**src/rtl/adc_pkg.sv**
```systemverilog
// Shared constants for the ADC serial register slave: frame field widths,
// FSM state encoding and register address map.
package adc_pkg;
    localparam int RW_W       = 1;
    localparam int ADDR_W     = 4;
    localparam int DUMMY_W    = 2;
    localparam int FRM_DATA_W = 9;
    localparam int FRAME_W    = RW_W + ADDR_W + DUMMY_W + FRM_DATA_W;

    typedef enum logic [2:0] {
        IDLE,
        RW,
        ADDR,
        DUMMY,
        DATA,
        WAIT_HIGH
    } state_e;

    localparam logic [ADDR_W-1:0] CONFIG1  = 4'd0;
    localparam logic [ADDR_W-1:0] CONFIG2  = 4'd1;
    localparam logic [ADDR_W-1:0] CONFIG3  = 4'd2;
    localparam logic [ADDR_W-1:0] CONFIG4  = 4'd3;
    localparam logic [ADDR_W-1:0] GAINA1   = 4'd4;
    localparam logic [ADDR_W-1:0] GAINA2   = 4'd5;
    localparam logic [ADDR_W-1:0] GAINB1   = 4'd6;
    localparam logic [ADDR_W-1:0] GAINB2   = 4'd7;
    localparam logic [ADDR_W-1:0] OFFSETA1 = 4'd8;
    localparam logic [ADDR_W-1:0] OFFSETA2 = 4'd9;
    localparam logic [ADDR_W-1:0] OFFSETB1 = 4'd10;
    localparam logic [ADDR_W-1:0] OFFSETB2 = 4'd11;
endpackage

```
**src/rtl/adc_reg_bank.sv**
```systemverilog
// Register bank: one write port, all registers exposed on a flat read bus.
module adc_reg_bank
    import adc_pkg::*;
#(
    parameter int NUM_REGS = 12,
    parameter int DATA_W   = FRM_DATA_W,
    parameter int RST_VAL  = 0
) (
    input  logic                       clk,
    input  logic                       rst,
    input  logic                       we,
    input  logic [ADDR_W-1:0]          addr,
    input  logic [DATA_W-1:0]          wdata,
    output logic [NUM_REGS*DATA_W-1:0] regs_flat
);
    logic [NUM_REGS-1:0][DATA_W-1:0] regs_q;

    for (genvar g = 0; g < NUM_REGS; g++) begin : g_reg
        always_ff @(posedge clk or posedge rst) begin
            if (rst)
                regs_q[g] <= DATA_W'(RST_VAL);
            else if (we && addr == ADDR_W'(g))
                regs_q[g] <= wdata;
        end
    end

    assign regs_flat = regs_q;
endmodule

```
**src/rtl/adc_reg_slave.sv**
```systemverilog
// Serial register slave: 16-bit MSB-first frames (R/W, addr, 2 dummy, data)
// sampled on rising adc_clk; read data shifted out during the data phase.
module adc_reg_slave
    import adc_pkg::*;
#(
    parameter int NUM_REGS = 12,
    parameter int DATA_W   = FRM_DATA_W,
    parameter int RST_VAL  = 0
) (
    input  logic                       adc_clk,
    input  logic                       reset,
    input  logic                       ad_sload,
    input  logic                       ad_sdata,
    output logic                       ad_sdata_out,
    output logic                       ad_sdata_oe,
    output logic [NUM_REGS*DATA_W-1:0] regs_flat,
    output logic                       wr_strobe,
    output logic [ADDR_W-1:0]          wr_addr,
    output logic                       frame_err,
    output logic [15:0]                frame_cnt
);
    state_e              state_q, state_d;
    logic                rw_q, rw_d;
    logic [ADDR_W-1:0]   addr_q, addr_d, waddr_q, waddr_d;
    logic [DATA_W-2:0]   data_q, data_d, snap_q, snap_d;
    logic [3:0]          cnt_q, cnt_d;
    logic                out_q, out_d, oe_q, oe_d, strb_q, strb_d, err_q, err_d;
    logic [15:0]         fcnt_q, fcnt_d;
    logic                rst_seen_q, rst_seen_d;
    logic                we, addr_ok;
    logic [DATA_W-1:0]   wdata, rd_data;

    adc_reg_bank #(.NUM_REGS(NUM_REGS), .DATA_W(DATA_W), .RST_VAL(RST_VAL)) u_bank (
        .clk       (adc_clk),
        .rst       (reset),
        .we        (we),
        .addr      (addr_q),
        .wdata     (wdata),
        .regs_flat (regs_flat)
    );

    assign addr_ok = int'(addr_q) < NUM_REGS;
    assign wdata   = {data_q, ad_sdata};

    // Out-of-range addresses read as zero.
    always_comb begin
        rd_data = '0;
        for (int i = 0; i < NUM_REGS; i++)
            if (addr_q == ADDR_W'(i)) rd_data = regs_flat[i*DATA_W +: DATA_W];
    end

    always_comb begin
        state_d    = state_q;
        rw_d       = rw_q;
        addr_d     = addr_q;
        data_d     = data_q;
        snap_d     = snap_q;
        cnt_d      = cnt_q;
        out_d      = out_q;
        oe_d       = oe_q;
        waddr_d    = waddr_q;
        fcnt_d     = fcnt_q;
        strb_d     = 1'b0;
        err_d      = 1'b0;
        we         = 1'b0;
        rst_seen_d = 1'b0;
        if (ad_sload && (state_q == ADDR || state_q == DUMMY || state_q == DATA)) begin
            state_d = IDLE;
            cnt_d   = '0;
            oe_d    = 1'b0;
            out_d   = 1'b0;
            err_d   = 1'b1;
        end else begin
            case (state_q)
                IDLE: begin
                    // A frame cut by reset must not be resumed mid-stream.
                    if (rst_seen_q) begin
                        if (!ad_sload) state_d = WAIT_HIGH;
                    end else if (!ad_sload) begin
                        rw_d    = ad_sdata;
                        cnt_d   = '0;
                        state_d = ADDR;
                    end
                end
                ADDR: begin
                    addr_d = {addr_q[ADDR_W-2:0], ad_sdata};
                    cnt_d  = cnt_q + 4'd1;
                    if (cnt_q == 4'(ADDR_W-1)) begin
                        cnt_d   = '0;
                        state_d = DUMMY;
                    end
                end
                DUMMY: begin
                    cnt_d = cnt_q + 4'd1;
                    if (cnt_q == 4'(DUMMY_W-1)) begin
                        cnt_d   = '0;
                        state_d = DATA;
                        if (!rw_q) begin
                            oe_d   = 1'b1;
                            out_d  = rd_data[DATA_W-1];
                            snap_d = rd_data[DATA_W-2:0];
                        end
                    end
                end
                DATA: begin
                    data_d = {data_q[DATA_W-3:0], ad_sdata};
                    cnt_d  = cnt_q + 4'd1;
                    out_d  = oe_q & snap_q[DATA_W-2];
                    snap_d = snap_q << 1;
                    if (cnt_q == 4'(DATA_W-1)) begin
                        cnt_d   = '0;
                        state_d = WAIT_HIGH;
                        oe_d    = 1'b0;
                        out_d   = 1'b0;
                        fcnt_d  = fcnt_q + 16'd1;
                        if (!addr_ok) begin
                            err_d = 1'b1;
                        end else if (rw_q) begin
                            we      = 1'b1;
                            strb_d  = 1'b1;
                            waddr_d = addr_q;
                        end
                    end
                end
                WAIT_HIGH: if (ad_sload) state_d = IDLE;
                default:   state_d = IDLE;
            endcase
        end
    end

    always_ff @(posedge adc_clk or posedge reset) begin
        if (reset) begin
            state_q    <= IDLE;
            rw_q       <= 1'b0;
            addr_q     <= '0;
            data_q     <= '0;
            snap_q     <= '0;
            cnt_q      <= '0;
            out_q      <= 1'b0;
            oe_q       <= 1'b0;
            strb_q     <= 1'b0;
            waddr_q    <= '0;
            err_q      <= 1'b0;
            fcnt_q     <= '0;
            rst_seen_q <= 1'b1;
        end else begin
            state_q    <= state_d;
            rw_q       <= rw_d;
            addr_q     <= addr_d;
            data_q     <= data_d;
            snap_q     <= snap_d;
            cnt_q      <= cnt_d;
            out_q      <= out_d;
            oe_q       <= oe_d;
            strb_q     <= strb_d;
            waddr_q    <= waddr_d;
            err_q      <= err_d;
            fcnt_q     <= fcnt_d;
            rst_seen_q <= rst_seen_d;
        end
    end

    assign ad_sdata_out = out_q;
    assign ad_sdata_oe  = oe_q;
    assign wr_strobe    = strb_q;
    assign wr_addr      = waddr_q;
    assign frame_err    = err_q;
    assign frame_cnt    = fcnt_q;
endmodule

```
**config.mk**
```make
export PLATFORM = sky130hd
export DESIGN_NAME = adc_reg_slave
export DESIGN_NICKNAME = d
export VERILOG_FILES = /design/src/rtl/adc_pkg.sv /design/src/rtl/adc_reg_bank.sv /design/src/rtl/adc_reg_slave.sv
export SDC_FILE = /design/constraint.sdc
export NUM_CORES = 1
export LEC_CHECK = 0
export CAP_MARGIN = 20
export CORE_MARGIN = 2
export CORE_UTILIZATION = 53
export CTS_CLUSTER_SIZE = 20
export DETAILED_ROUTE_END_ITERATION = 16
export PLACE_DENSITY = 0.79
export SLEW_MARGIN = 20
export SYNTH_ARGS = -nofsm -noshare
export SYNTH_HDL_FRONTEND = slang
export SYNTH_SLANG_ARGS = --single-unit
```
**constraint.sdc**
```tcl
create_clock -name adc_clk -period 6.5 [get_ports adc_clk]
set_input_delay 1.625 -clock adc_clk [delete_from_list [all_inputs] [get_ports adc_clk]]
set_output_delay 1.625 -clock adc_clk [all_outputs]
set_load 0.005 [all_outputs]
```
==> results of run 1 <==
==> report_power, final <==
group | internal (W) | switching [W]
registers | 0.00106 | 0.000180
logic | 0.000252 | 0.000483
clock network | 0.000644 | 0.000407
total | 0.00196 | 0.00107
==> placed cells by master (no fill, tap or decap), drive strengths merged, types with 10 or more instances in the layout <==
cell type,n
mux2i,14
o22ai,10
inv,16
clkbuf,23
o21ai,29
mux2,133
dfrtp,160
nand2,51
nor2b,10
nor2,37
a21oi,33
nand3,21
clkdlybuf4s50,135
==> sequential cells by signal, indices dropped and copies added, names as in the netlist <==
| signal | flops |
|---|---|
| addr_q | 4 |
| frame_cnt | 16 |
| u_bank.regs_flat | 108 |
| snap_q | 8 |
| data_q | 8 |
| rw_q | 1 |
| state_q | 3 |
| ad_sdata_out | 1 |
| wr_addr | 4 |
| rst_seen_q | 1 |
| ad_sdata_oe | 1 |
| frame_err | 1 |
| cnt_q | 4 |
| wr_strobe | 1 |
==> layer usage <==
| metal | vias up | wire length [um] | share of wire (%) |
|---|---|---|---|
| met1 | 3077 | 9490 | 43 |
| met2 | 344 | 10300 | 46 |
| met3 | 62 | 1580 | 7.1 |
| met5 | - | 0 | 0 |
| met4 | 0 | 897 | 4.0 |
| li1 | 2652 | - | - |
==> cells by family (layout without fill, tap and decap cells) <==
group / after synthesis / count (layout)
compound gates: 121 / 121
xor+xnor: 15 / 15
fa+ha+maj: 4 / 4
buf+inv: 61 / 188
flops: 161 / 161
mux: 149 / 149
other cells: 1 / 1
simple gates: 159 / 159
==> through the flow <==
stage	cell area, um^2	setup WS [ps]	hold WS [ps]
3_3_place_gp	9320	2550	458
2_1_floorplan	7880	528	465
5_1_grt	9940	2810	515
3_5_place_dp	9320	2490	468
6_report	9940	2880	470
4_1_cts	9940	2920	480
==> worst paths after layout <==
kind / from / endpoint / cells after the start
worst max-delay path: ad_sload / u_bank.regs_flat[18] / 5
worst min-delay path: frame_cnt[15] / frame_cnt[15] / 1
worst max register to register: addr_q[2] / ad_sdata_out / 5
worst min register to register: frame_cnt[15] / frame_cnt[15] / 1
max in group asynchronous: reset / u_bank.regs_flat[24] / 3
min in group asynchronous: reset / cnt_q[0] / 2
==> cell type report <==
class                      instances  area, um^2
fill                            1053        4590
sequential                       161        4030
multi-input combinational        449        3610
timing repair buffer             140        1390
clock buffer                      23         488
tap                              184         230
clock inverter                     9         129
inverter                          16        67.6
==> critical path: cells and delay by family <==
kind,cells,cell delay [ps]
multiplexers,1,420
buffers and inverters,1,740
AND/OR/NAND/NOR,3,1140
==> synth_stat cells, types with 9 or more instances <==
cell type	instances
o22ai_1	10
o211ai_1	9
inv_1	16
mux2_1	9
nor2_1	34
a21oi_1	33
dfrtp_1	160
mux2i_1	14
nor2b_1	10
nand3_4	9
nand2_1	48
mux2_2	121
o21ai_0	26
nand3_1	12
clkbuf_1	35
==> metrics.md, run 1 <==
| Metric | Value |
|---|---|
| First-pass GRT wire length | 35300 um |
| Data arrival time of the worst path | 3930 ps |
| Non-Filler Instances | 982 |
| Relative slew slack | 33.1% |
| Crit-path max FO | 17 |
| CP Capture Type | flip-flop |
| Die W | 126 um |
| Placed insts | 950 |
| TNS Setup | 0 ps |
| Post-DR wirelength/cell | 22.7 um |
| Endpoints failing setup | 0 |
| P_leak | 4.57 nW |
| Post-Synth Simple-Gate Area | 12.1% |
| XOR/XNOR share of the synthesized area | 1.67% |
| Syn Nets | 679 |
| Final Cycle Share | 55.7% |
| Post-cts resize count | 0 |
| Core Rows | 44 |
| # Post-CTS Setup Buffers | 0 |
| Post-synth top area cell | dfrtp_1 |
| Top cell type's share of synthesized area | 50.8% |
| Antenna cells | 0 |
| Critical path class | in -> reg |
| CTS Sinks | 161 |
| Largest family of logic cells by synthesized area | multiplexers |
| Synth Cell Area | 0.00788 mm^2 |
| Drt total wl | 22300 um |
| Final Core Density | 68.4% |
| Vias in the first global route | 6173 |
| Busiest grt layer | met2 |
| CP max stage delay | 740 ps |
| Sequential element share of the synthesized area | 51.1% |
| Total GRT Usage | 28.7% |
| Top post-synthesis cells by area | dfrtp_1 51%, mux2_2 17%, nand2_1 2.3% |
| Maximum vdd ir drop | 0.244 mV |
| Antenna viol nets, final | 0 |
| Crit-path slowest cell | clkdlybuf4s50_1 |
| # H-tree levels | 4 |
| Outcome | complete, no violations |
| Yosys warns | 0 |
| Port-buffer cells | 135 |
| Final count of pins violating max slew | 0 |
| Worst-Skew Late Latency | 430 ps |
| RSZ-0062 raised after global routing | false |
| Area Growth Syn to Fin | 26.1% |
| Final GP Congestion | 0.856 |
| Routed vias | 6135 |
| EDFF count, synth | 0 |
| Cell Chain, Critical Path | clkdlybuf4s50_1 -> or3_4 -> nor2_8 -> nand3_4 -> mux2_4 |
| Post-synthesis area per instance | 11.7 um^2 |
| DRC | 0 |
| Pin count of the biggest net entering global routing | 113 |
| Critical path launch point type | input port |
| Count of different cell masters after synthesis | 64 |
| Io pins | 136 |
| Achievable Freq | 0.276 GHz |
| DP HPWL | 14400 um |
| Std-Cell Core Area | 0.0145 mm^2 |
| FF-to-FF setup slack | 3470 ps |
| GRT overflow | 0 |
| DIE AREA | 0.0159 mm^2 |
| Tot Pwr | 0.00303 W |
| Post-synthesis cell count | 671 |
| Max_cap viols | 0 |
| CTS root buffer | clkbuf_16 |
| Met1 Usage GRT | 39.6% |
| Complex-gate fraction of the synthesized area | 9.81% |
| Mux cell area share after synthesis | 21.5% |
| Pwr per Cell Area | 305 mW/mm^2 |
| FFs w/ async S/R, synth | 100% |
| Initial antenna violation count | 0 |
| CTS max path bufs | 2 |
| Tightest Pin Transition | 1000 ps |
| DR iter-0 viols | 602 |
| Share of cells above drive strength 1 | 23.2% |
| Pre-Repair DR Iteration Count | 6 |
| Adder and majority cell fraction of the synthesized area | 0.635% |
| GR Util met2 | 43.2% |
| Clock skew | 8.73 ps |
| Met3 Use GR | 6.24% |
| Die H | 126 um |
| Most common flop cell mapped by yosys | dfrtp_1 |
| Cts-stage hold buffer count | 0 |
| Post-layout minimum cycle time | 3620 ps |
| Initial core utilization | 54.2% |
| Worst Hold Class | reg -> reg |
| Fin. Hold Viols | 0 |
| Yosys reg bits | 161 |
| Worst Path Required | 6810 ps |
| Reg clk slew, reported paths | 60 ps |
| CTS tree | done |
| Number of buffers created by CTS | 17 |
| Layout Nets | 793 |
| Routed vias/inst | 6.25 |
No activity file was read; power rests on OpenSTA's default activity.
==> inputs of run 2 (changes only) <==
==> constraint.sdc (replaced) <==
create_clock -name adc_clk -period 3.4 [get_ports adc_clk]
set_input_delay 0.85 -clock adc_clk [delete_from_list [all_inputs] [get_ports adc_clk]]
set_output_delay 0.85 -clock adc_clk [all_outputs]
set_load 0.005 [all_outputs]
==> run 2 against run 1 <==
Core utilization rose by 0.73 points; clock-buffer cell count fell by 2; sequential share of layout area fell by 0.43 points; die area did not move; clock power rose by 84%; combinational power rose by 96%; clock skew fell by 0.57 ps; non-clock buffer count rose by 14; setup slack got worse by 2200 ps; sequential power rose by 93%; critical path depth did not move; largest cell class unchanged.
==> metrics.md, run 2 (synthesis results as in run 1) <==
| Metric | Value |
|---|---|
| Drt total wl | 22300 um (+0.17%) |
| Commonest non-fill, non-tap cell in the layout | dfrtp_1 |
| CTS max path bufs | 2 (unchanged) |
| Max reg flops | 108 (unchanged) |
| Antenna viol nets, final | 0 (unchanged) |
| Worst Hold Class | reg -> reg |
| # Post-CTS Setup Buffers | 0 (unchanged) |
| Fin. Hold Viols | 0 (unchanged) |
| Area Growth Syn to Fin | 27.5% |
| Pwr per Cell Area | 573 mW/mm^2 (+88%) |
| Routed vias | 6248 (+1.8%) |
| Worst R2R Start | state_q[1] |
| Worst Path Required | 3710 ps (-3100 ps) |
| Clock skew | 8.16 ps (-0.572 ps) |
| Port-buffer cells | 135 (unchanged) |
| Number of buffers created by CTS | 17 (unchanged) |
| Post-DR wirelength/cell | 22.4 um (-1.2%) |
| Tightest Pin Transition | 919 ps (-80.8 ps) |
| Core Rows | 44 (unchanged) |
| Worst-Skew Late Latency | 420 ps (about the same) |
| Reg clk slew, reported paths | 60 ps (about the same) |
| R2r endpoint | u_bank.regs_flat[19] |
| RSZ-0062 raised after global routing | false |
| Fillers | 1039 (-1.3%) |
| Antenna cells | 0 (unchanged) |
| WHS | 470 ps (+0.0130 ps) |
| CTS tree | done |
| Cts-stage hold buffer count | 0 (unchanged) |
| Final Cycle Share | 78.6% |
| Die H | 126 um (unchanged) |
| Post-layout minimum cycle time | 2670 ps |
| Achievable Freq | 0.374 GHz |
| Routed vias/inst | 6.27 (+0.41%) |
| CTS Sinks | 161 (unchanged) |
| Critical path class | reg -> reg |
| GRT overflow | 0 (unchanged) |
| Post-cts resize count | 0 (unchanged) |
| Worst setup path endpoint | u_bank.regs_flat[19] |
| Area of the multi-input gates | 0.00361 mm^2 (about the same) |
| Endpoints failing setup | 0 (unchanged) |
| Data arrival time of the worst path | 2980 ps (-950 ps) |
| Io pins | 136 (unchanged) |
| Maximum vdd ir drop | 0.399 mV (+64%) |
| Outcome | complete, no violations |
| Reg2Reg Depth | 5 (unchanged) |
| Critical path launch point type | flip-flop |
| Std-Cell Core Area | 0.0145 mm^2 (unchanged) |
| Relative slew slack | 38.7% (+5.6 points) |
| Total GRT Usage | 28.7% (-0.050 points) |
| TNS Setup | 0 ps (unchanged) |
| FF-to-FF setup slack | 730 ps (-2740 ps) |
| Pre-Repair DR Iteration Count | 5 (-1) |
| CTS root buffer | clkbuf_16 |
| Final count of pins violating max slew | 0 (unchanged) |
| Initial antenna violation count | 0 (unchanged) |
| DRC | 0 (unchanged) |
| Pin count of the biggest net entering global routing | 54 (-52%) |
| FF/Latch Area | 0.00403 mm^2 (unchanged) |
| Crit path launch | state_q[1] |
| Share of cells above drive strength 1 | 24.5% (+1.3 points) |
| Layout Nets | 807 (+1.8%) |
| DR iter-0 viols | 607 (+0.83%) |
| First-pass GRT wire length | 35100 um (-0.61%) |
| CP Capture Type | flip-flop |
| Max_cap viols | 0 (unchanged) |
| Crit-path max FO | 13 (-4) |
| Final GP Congestion | 0.852 (-0.53%) |
| P_leak | 4.61 nW (+1.1%) |
| DIE AREA | 0.0159 mm^2 (unchanged) |
| Most frequent cells in the layout | 159 x dfrtp_1, 135 x clkdlybuf4s50_1, 121 x mux2_2 |
| DP HPWL | 14900 um (+3.5%) |
| # H-tree levels | 4 (unchanged) |
| Die W | 126 um (unchanged) |
| Initial core utilization | 54.2% (unchanged) |
| Vias in the first global route | 6225 (+0.84%) |
run 2: cell types whose count changed in the layout (fill, tap and decap cells not counted), moves of 2 or more:
cell,before,now
clkinvlp_4,2,6
buf_12,0,2
inv_6,0,2
clkinv_2,3,1
buf_4,5,17
run 2: worst min-delay path by stage:
stage	from	end	slack, ps	cells past startpoint
after floorplan	frame_cnt[15]	frame_cnt[15]	460	1
after global placement	frame_cnt[15]	frame_cnt[15]	470	1
after detailed placement	frame_cnt[15]	frame_cnt[15]	480	1
after CTS	frame_cnt[15]	frame_cnt[15]	490	1
after global routing	frame_cnt[15]	frame_cnt[15]	510	1
final	frame_cnt[15]	frame_cnt[15]	470	1
run 2: report_power, final:
group          switching, W  internal, W
clock              0.000787      0.00114
combinational      0.000901     0.000537
sequential         0.000364      0.00203
total               0.00205      0.00371
run 2: layout make-up:
cell class,count,share of cell area [%]
clock inverter,11,1.28
clock buffer,21,4.68
inverter,16,0.635
timing repair buffer,154,15.1
multi-input combinational,449,35.9
sequential,161,40.1
tap,184,2.29
run 2: per-layer routing:
layer	vias up	wire length [um]	track usage (%)
met5	-	0	0
met4	0	736	12.2
met3	65	1880	7.56
met2	358	10500	43.6
met1	3132	9200	39.1
li1	2693	-	-
run 2: stage by stage:
stage                     total power (W)  area, um^2  instances  setup WS (ps)  utilization, %
after floorplan                   0.00337        7890        671            508               -
after global placement            0.00376        9450        964            537            65.0
after detailed placement          0.00380        9450        964            398            65.0
after CTS                         0.00573       10000        996            752            69.1
after global routing              0.00599       10000        996            659            69.1
final                             0.00576       10000        996            726            69.1
run 2: worst max-delay path, stage by stage, from the launching register on:
cell and delay, ps:
dfrtp_1 510, or3b_1 600, or3_4 540, nor2_8 220
nand3_4 260, mux2_4 420
==> inputs of run 3 (changes only) <==
==> constraint.sdc (replaced) <==
create_clock -name adc_clk -period 2.7 [get_ports adc_clk]
set_input_delay 0.675 -clock adc_clk [delete_from_list [all_inputs] [get_ports adc_clk]]
set_output_delay 0.675 -clock adc_clk [all_outputs]
set_load 0.005 [all_outputs]
==> run 3 against run 2 <==
Clock skew is 1.8 ps higher; via count is 0.61% higher; hold slack worse by 3.1 ps.
==> metrics.md, run 3 (synthesis results as in run 1) <==
| Metric | Value |
|---|---|
| Cts-stage hold buffer count | 0 (unchanged) |
| Critical path class | reg -> reg |
| DP Worst Slack | 48.5 ps (-350 ps) |
| Clock skew | 10.0 ps (+1.84 ps) |
| CTS root buffer | clkbuf_16 |
| Routed vias/inst | 6.22 (-0.88%) |
| Std-Cell Core Area | 0.0145 mm^2 (unchanged) |
| DP HPWL | 15400 um (+3.2%) |
| Crit-path max FO | 13 (unchanged) |
| Number of buffers created by CTS | 17 (unchanged) |
| Fin. Hold Viols | 0 (unchanged) |
| Pre-Repair DR Iteration Count | 5 (unchanged) |
| Antenna cells | 0 (unchanged) |
| Layout Nets | 822 (+1.9%) |
| Final Cycle Share | 89.8% (+11 points) |
| DR iter-0 viols | 517 (-15%) |
| Outcome | complete, no violations |
| Die H | 126 um (unchanged) |
| Data arrival time of the worst path | 2740 ps (-240 ps) |
| Tightest Pin Transition | 907 ps (-11.8 ps) |
| Achievable Freq | 0.413 GHz (+10%) |
| CTS tree | done |
| RSZ-0062 raised after global routing | false |
| Worst Hold Class | reg -> reg |
| Antenna viol nets, final | 0 (unchanged) |
| Area Growth Syn to Fin | 29.0% |
| Post-cts resize count | 0 (unchanged) |
| Routed vias | 6286 (+0.61%) |
| GRT overflow | 0 (unchanged) |
| Die W | 126 um (unchanged) |
| # H-tree levels | 4 (unchanged) |
| Critical path launch point type | flip-flop |
| Final GP Congestion | 0.900 (+5.6%) |
| Max reg flops | 108 (unchanged) |
| Post-DR wirelength/cell | 22.5 um (+0.39%) |
| Reg clk slew, reported paths | 70 ps (about the same) |
| Initial antenna violation count | 0 (unchanged) |
| CP Capture Type | flip-flop |
| Core Rows | 44 (unchanged) |
| Endpoints failing setup | 0 (unchanged) |
| Relative slew slack | 39.3% (+0.56 points) |
| DIE AREA | 0.0159 mm^2 (unchanged) |
| Drt total wl | 22800 um (+1.9%) |
| Worst-Skew Late Latency | 430 ps (about the same) |
| P_leak | 4.70 nW (+1.9%) |
| Total GRT Usage | 28.9% (+0.21 points) |
| Vias in the first global route | 6284 (+0.95%) |
| Pwr per Cell Area | 726 mW/mm^2 (+27%) |
| Most frequent cells in the layout | 159 x dfrtp_1, 135 x clkdlybuf4s50_1, 121 x mux2_2 |
| Port-buffer cells | 135 (unchanged) |
| Initial core utilization | 54.2% (unchanged) |
| CTS max path bufs | 2 (unchanged) |
| Share of cells above drive strength 1 | 26.0% (+1.5 points) |
| CTS Sinks | 161 (unchanged) |
| Final count of pins violating max slew | 0 (unchanged) |
| PnR worst setup slack | 277 ps (-449 ps) |
| First-pass GRT wire length | 35400 um (+0.81%) |
| Io pins | 136 (unchanged) |
| Maximum vdd ir drop | 0.652 mV (+63%) |
| Commonest non-fill, non-tap cell in the layout | dfrtp_1 |
| DRC | 0 (unchanged) |
| Tot Pwr | 0.00738 W (+28%) |
| # Post-CTS Setup Buffers | 0 (unchanged) |
| Max_cap viols | 0 (unchanged) |
| Post-layout minimum cycle time | 2420 ps (-251 ps) |
| Worst Path Required | 3020 ps (-690 ps) |
| Pin count of the biggest net entering global routing | 56 (+3.7%) |
-- run 3: final cells by class --
class / count / area [um^2]
Clock inverter: 15 / 166
Fill cell: 1043 / 4370
Clock buffer: 17 / 425
Sequential cell: 161 / 4030
Multi-Input combinational cell: 449 / 3610
Inverter: 16 / 63.8
Timing Repair Buffer: 169 / 1640
Tap cell: 184 / 230
-- run 3: stage by stage --
stage                     setup TNS [ps]  util [%]  area (um^2)  hold WS [ps]  cells
after global routing                   0      70.0        10200           497   1011
after detailed placement               0      65.9         9580           463    979
after floorplan                    -2720         -         7890           465    671
after global placement                 0      65.9         9580           460    979
final                                  0      70.0        10200           467   1011
after CTS                              0      70.0        10200           474   1011
-- run 3: layer usage --
metal	vias to the layer above	routed length, um	global-route usage [%]
li1	2727	-	-
met1	3132	9190	38.6
met2	379	11100	46.6
met3	48	1890	5.61
met4	0	597	11.9
met5	-	0	0
-- run 3: worst paths after layout --
check                                   start              endpoint  slack [ps]  cells after the start
worst min register to register  frame_cnt[15]         frame_cnt[15]         470                      1
min in group asynchronous               reset   u_bank.regs_flat[7]         570                      2
worst max register to register     state_q[1]  u_bank.regs_flat[18]         280                      5
worst max-delay path               state_q[1]  u_bank.regs_flat[18]         280                      5
max in group asynchronous               reset   u_bank.regs_flat[2]        1390                      3
worst min-delay path            frame_cnt[15]         frame_cnt[15]         470                      1
-- run 3: worst max-delay path, stage by stage (launching register included) --
cell	delay (ps)
dfrtp_1	500
or3b_1	440
or3_4	480
nor2_8	220
nand3_4	270
mux2_4	390
-- run 3: where the power goes --
| part | internal [W] | switching [W] | total (W) |
|---|---|---|---|
| clock | 0.00132 | 0.00111 | 0.00242 |
| combinational | 0.000762 | 0.00128 | 0.00204 |
| sequential | 0.00256 | 0.000356 | 0.00291 |
